--- src/rtl/trace_capture_ctrl.sv ---
// Sequences one TDC trace capture per arm: trigger -> programmable delay -> tdc_start pulse
// -> burst watch, and hands the trace memory to the host for readout afterwards.
module trace_capture_ctrl #(
  parameter int unsigned DELAY_W = 16,
  parameter int unsigned TIMEOUT = 4096,
  parameter int unsigned CNT_W   = 16
) (
  input  logic               clk_sample,
  input  logic               lbus_rstn,
  input  logic               cfg_arm,
  input  logic               cfg_abort,
  input  logic [DELAY_W-1:0] cfg_delay,
  input  logic               trig_in,
  input  logic               trc_we,
  input  logic               rd_req,
  output logic               tdc_start,
  output logic               mem_owner,
  output logic               rd_gnt,
  output logic               trace_ready,
  output logic               busy,
  output logic               err_timeout,
  output logic [CNT_W-1:0]   trace_cnt,
  output logic [7:0]         missed_trig,
  output logic [2:0]         state_o
);

  localparam int unsigned TO_W = $clog2(TIMEOUT + 1);

  typedef enum logic [2:0] {
    S_IDLE    = 3'd0,
    S_ARMED   = 3'd1,
    S_DELAY   = 3'd2,
    S_START   = 3'd3,
    S_CAPTURE = 3'd4,
    S_DONE    = 3'd5,
    S_READOUT = 3'd6,
    S_ERROR   = 3'd7
  } state_t;

  state_t             r_state;
  state_t             w_next;
  logic               r_trig_prev;
  logic               w_trig_edge;
  logic [DELAY_W-1:0] r_dly_cnt;
  logic [TO_W-1:0]    r_to_cnt;
  logic               r_we_seen;
  logic               r_tdc_start;
  logic               r_mem_owner;
  logic               r_rd_gnt;
  logic               r_trace_ready;
  logic               r_busy;
  logic               r_err_timeout;
  logic [CNT_W-1:0]   r_trace_cnt;
  logic [7:0]         r_missed;

  assign w_trig_edge = trig_in & ~r_trig_prev;

  always_comb begin
    w_next = r_state;
    if (cfg_abort) begin
      w_next = S_IDLE;
    end else begin
      case (r_state)
        S_IDLE:    if (cfg_arm) w_next = S_ARMED;
        S_ARMED:   if (w_trig_edge) w_next = S_DELAY;
        S_DELAY:   if (r_dly_cnt == '0) w_next = S_START;
        S_START:   w_next = S_CAPTURE;
        // Burst completion takes priority over a timeout landing on the same cycle.
        S_CAPTURE: begin
          if (!trc_we && r_we_seen)                    w_next = S_DONE;
          else if (r_to_cnt == TO_W'(TIMEOUT - 1))     w_next = S_ERROR;
        end
        S_DONE:    if (rd_req) w_next = S_READOUT;
        S_READOUT: if (!rd_req) w_next = S_IDLE;
        S_ERROR:   if (cfg_arm) w_next = S_ARMED;
        default:   w_next = S_IDLE;
      endcase
    end
  end

  // Outputs are registered from the next state so they line up with state_o.
  always_ff @(posedge clk_sample or negedge lbus_rstn) begin
    if (!lbus_rstn) begin
      r_state       <= S_IDLE;
      r_trig_prev   <= 1'b0;
      r_dly_cnt     <= '0;
      r_to_cnt      <= '0;
      r_we_seen     <= 1'b0;
      r_tdc_start   <= 1'b0;
      r_mem_owner   <= 1'b0;
      r_rd_gnt      <= 1'b0;
      r_trace_ready <= 1'b0;
      r_busy        <= 1'b0;
      r_err_timeout <= 1'b0;
      r_trace_cnt   <= '0;
      r_missed      <= '0;
    end else begin
      r_state     <= w_next;
      r_trig_prev <= trig_in;

      if (r_state == S_ARMED && w_next == S_DELAY)
        r_dly_cnt <= cfg_delay;
      else if (r_state == S_DELAY && r_dly_cnt != '0)
        r_dly_cnt <= r_dly_cnt - DELAY_W'(1);

      if (r_state == S_START) begin
        r_to_cnt  <= '0;
        r_we_seen <= 1'b0;
      end else if (r_state == S_CAPTURE) begin
        r_to_cnt <= r_to_cnt + TO_W'(1);
        if (trc_we) r_we_seen <= 1'b1;
      end

      r_tdc_start   <= (r_state == S_START) && (w_next == S_CAPTURE);
      r_mem_owner   <= (w_next == S_READOUT);
      r_rd_gnt      <= (w_next == S_READOUT);
      r_trace_ready <= (w_next == S_DONE);
      r_busy        <= !(w_next == S_IDLE || w_next == S_DONE || w_next == S_ERROR);

      if (r_state != S_DONE && w_next == S_DONE)
        r_trace_cnt <= r_trace_cnt + CNT_W'(1);

      if (r_state != S_ERROR && w_next == S_ERROR)
        r_err_timeout <= 1'b1;
      else if (r_state == S_ERROR && w_next == S_ARMED)
        r_err_timeout <= 1'b0;

      if (w_trig_edge && r_state != S_ARMED && r_missed != 8'hFF)
        r_missed <= r_missed + 8'd1;
    end
  end

  assign tdc_start   = r_tdc_start;
  assign mem_owner   = r_mem_owner;
  assign rd_gnt      = r_rd_gnt;
  assign trace_ready = r_trace_ready;
  assign busy        = r_busy;
  assign err_timeout = r_err_timeout;
  assign trace_cnt   = r_trace_cnt;
  assign missed_trig = r_missed;
  assign state_o     = r_state;

endmodule
--- config.mk ---
export PLATFORM = sky130hd
export DESIGN_NAME = trace_capture_ctrl
export DESIGN_NICKNAME = d
export VERILOG_FILES = /design/src/rtl/trace_capture_ctrl.sv
export SDC_FILE = /design/constraint.sdc
export NUM_CORES = 1
export LEC_CHECK = 0
export ABC_AREA = 1
export CAP_MARGIN = 20
export CORE_MARGIN = 2
export CORE_UTILIZATION = 58
export CTS_CLUSTER_DIAMETER = 100
export DETAILED_ROUTE_END_ITERATION = 10
export PLACE_DENSITY = 0.92
export RECOVER_POWER = 100
export SYNTH_ARGS = -nofsm -noshare
export SYNTH_HDL_FRONTEND = slang
export SYNTH_SLANG_ARGS = --single-unit
--- constraint.sdc ---
create_clock -name clk_sample -period 2.83 [get_ports clk_sample]
set_input_delay 0.566 -clock clk_sample [delete_from_list [all_inputs] [get_ports clk_sample]]
set_output_delay 0.566 -clock clk_sample [all_outputs]
set_load 0.02 [all_outputs]
==> flow_metrics.tcl <==
set metrics [dict create \
    status "finished with violations" \
    violations "capacitance limit, slew limit" \
    syn_inst 438 \
    cts_sinks 63 \
    seq_area_um2 1580 \
    syn_nets 466 \
    drive_above_1_share_pct 7.52 \
    power.total_mw 2.79 \
    grt_max_degree 35 \
    numPortBuffers 55 \
    cts_resized 0 \
    cp.arrival_ns 2.56 \
    crit_path_max_fanout 17 \
    num-nets-final 528 \
    antenna_found_initial 0 \
    hold_violations 0 \
    grt_pass1_wl_um 13700 \
    drc 0 \
    wire_per_inst_um 14.3 \
    p_leak_nw 2.11 \
    via_per_inst 5.56 \
    grt_setup_unrepaired "no" \
    maxSlewViolCount 30 \
    cts_buffers 9 \
    syn_area_um2 3520 \
    tritoncts "yes" \
    final_core_util_pct 72.8 \
    clk_pin_slew_ns 0.07 \
    finalCriticalPeriod_ns 2.28 \
    fmax_mhz 439 \
    startpoint_type "register" \
    num_antenna_cells 0 \
    cts_setup_buffers 0 \
    htreeDepth 3 \
    die_x_um 81.9 \
    ys_ff_latch 63 \
    core_area_um2 5890 \
    finalCritPeriodShare_pct 80.4 \
    ir_drop_mv 0.426 \
    yosysWarnings 0 \
    area_growth_pct 21.8 \
    mostFrequentLayoutCells "nand2_1, dfrtp_1, nor2_1" \
    drt-initial-drc-count 238 \
    io_pins 56 \
    p_per_area_nw_per_um2 651 \
    worstMarginPinSlew_ns 1.68 \
    route.antenna.remaining_nets 0 \
    max-cap-violations 1 \
    die_h_um 81.9 \
    grt_pass1_vias 3030 \
    yosysSeqAreaShare_pct 44.8 \
    clock_latency_ns 0.35 \
    syn-mean-instance-area_um2 8.04 \
    post_dp_cell_area_um2 4150 \
    fin_skew_ns 0.00822 \
    worstSetupPathType "reg2reg" \
    fin_area_um2 4290 \
    final_common_cell "nand2_1" \
    num_vias 3226 \
    wl_um 8290 \
    grt_overflow 0 \
    first_pass_iters 5 \
    worstPathRequired_ns 3.12 \
    ys_types 38 \
    row_count 28 \
    post-dp-hpwl_um 5990 \
    start_util_pct 59.8 \
    track_usage_pct 26.7 \
    nFillCells 429 \
    cts_buffer_depth 2 \
    finalSetupTns_ns 0 \
    relSlewSlack_pct -12.3 \
    ctsHoldBuffers 0 \
    dieArea_um2 6710 \
    holdCritPathClass "reg2reg" \
    multi_input_area_um2 1690 \
    clk_root_buffer_cell "clkbuf_8" \
    gp_congestion 0.892 \
    hold-worst-slack_ns 0.470 \
    finalSetupViolCount 0 \
    end_kind "register" \
]
[flip-flops by register name (all words and copies together) (netlist names)]
| signal | cells |
|---|---|
| trace_cnt | 16 |
| r_we_seen | 1 |
| tdc_start | 1 |
| missed_trig | 8 |
| rd_gnt | 1 |
| r_trig_prev | 1 |
| err_timeout | 1 |
| trace_ready | 1 |
| busy | 1 |
| r_dly_cnt | 16 |
| r_to_cnt | 13 |
| state_o | 3 |
[logic make-up after synthesis]
| kind of cell | count (synthesis) | share of synthesized area (%) |
|---|---|---|
| simple gates | 237 | 31.6 |
| xor+xnor | 28 | 6.97 |
| flops | 63 | 44.8 |
| compound gates | 51 | 8.43 |
| buf+inv | 54 | 6.40 |
| fa+ha+maj | 5 | 1.78 |
[cells in the mapped netlist]
| library cell | number | area share, % |
|---|---|---|
| nand2_1 | 100 | 11 |
| dfrtp_1 | 63 | 45 |
| nor2_1 | 45 | 4.8 |
| inv_1 | 42 | 4.5 |
| nand3_1 | 42 | 6.0 |
| o21ai_0 | 19 | 2.7 |
| xor2_1 | 16 | 4.0 |
| a21oi_1 | 14 | 2.0 |
| nand2_2 | 13 | 2.3 |
| xnor2_1 | 12 | 3.0 |
| nor3_1 | 9 | 1.3 |
| nand4_1 | 8 | 1.4 |
| o211ai_1 | 7 | 1.5 |
| ha_1 | 5 | 1.8 |
| inv_2 | 4 | 0.43 |
| nand3_2 | 4 | 1.1 |
| buf_2 | 3 | 0.43 |
| nor2_2 | 3 | 0.53 |
| a31oi_1 | 2 | 0.36 |
| and3_1 | 2 | 0.36 |
| buf_4 | 2 | 0.43 |
| nand2_4 | 2 | 0.64 |
| nand3_4 | 2 | 1.0 |
| nand3b_1 | 2 | 0.43 |
| nor3b_1 | 2 | 0.43 |
| o21ai_1 | 2 | 0.28 |
| o221ai_1 | 2 | 0.50 |
| a22o_1 | 1 | 0.25 |
| buf_8 | 1 | 0.43 |
| clkbuf_1 | 1 | 0.11 |
| clkinv_1 | 1 | 0.11 |
| nor2_4 | 1 | 0.32 |
| nor4_1 | 1 | 0.18 |
| o21a_1 | 1 | 0.21 |
| o21ai_2 | 1 | 0.25 |
| o22ai_1 | 1 | 0.18 |
| o31ai_1 | 1 | 0.21 |
| or2_2 | 1 | 0.18 |
[per-layer routing]
metal / wire [um] / up-vias / track usage, %
met5: 0 / - / 0
met2: 4050 / 104 / 42.9
met3: 441 / 23 / 6.04
li1: - / 1558 / -
met1: 3640 / 1541 / 35.4
met4: 163 / 0 / 9.67
[critical path, stage by stage (launching register included)]
cell	delay, ns
dfrtp_1	0.59
nand3_1	0.37
nand2_1	0.25
inv_1	0.12
nand2_1	0.10
o21ai_2	0.10
nor2_1	0.23
buf_4	0.27
nand3_1	0.09
nand2_1	0.09
[worst paths after layout]
| kind | from | end | slack (ns) | depth (start not counted) |
|---|---|---|---|---|
| worst max-delay path | state_o[0]$_DFF_PN0_ | trace_cnt[8]$_DFFE_PN0P_ | 0.55 | 9 |
| worst min-delay path | r_to_cnt[11]$_DFFE_PN0P_ | r_to_cnt[11]$_DFFE_PN0P_ | 0.47 | 1 |
| worst max register to register | state_o[0]$_DFF_PN0_ | trace_cnt[8]$_DFFE_PN0P_ | 0.55 | 9 |
| worst min register to register | r_to_cnt[11]$_DFFE_PN0P_ | r_to_cnt[11]$_DFFE_PN0P_ | 0.47 | 1 |
| max in group asynchronous | lbus_rstn | r_to_cnt[6]$_DFFE_PN0P_ | 1.20 | 1 |
| min in group asynchronous | lbus_rstn | r_dly_cnt[6]$_DFFE_PN0P_ | 0.64 | 1 |
[power breakdown]
group          total (mW)  switching (mW)  internal, mW
sequential           1.25           0.180          1.07
combinational       0.826           0.491         0.335
clock               0.711           0.348         0.363
[cell type report]
cell class | count | share of cell area, %
Tap cell | 75 | 2.19
Inverter | 47 | 4.12
Clock buffer | 13 | 3.71
Sequential cell | 63 | 36.8
Multi-Input combinational cell | 321 | 39.4
Clock inverter | 3 | 0.409
Timing Repair Buffer | 58 | 13.4
[stage by stage]
step / std cells / setup slack, ns
after floorplan: 438 / 0.935
after global placement: 564 / 0.609
after detailed placement: 564 / 0.514
after CTS: 580 / 0.609
after global routing: 580 / 0.327
final: 580 / 0.554
Note: power is estimated with default switching activity, not from simulation.
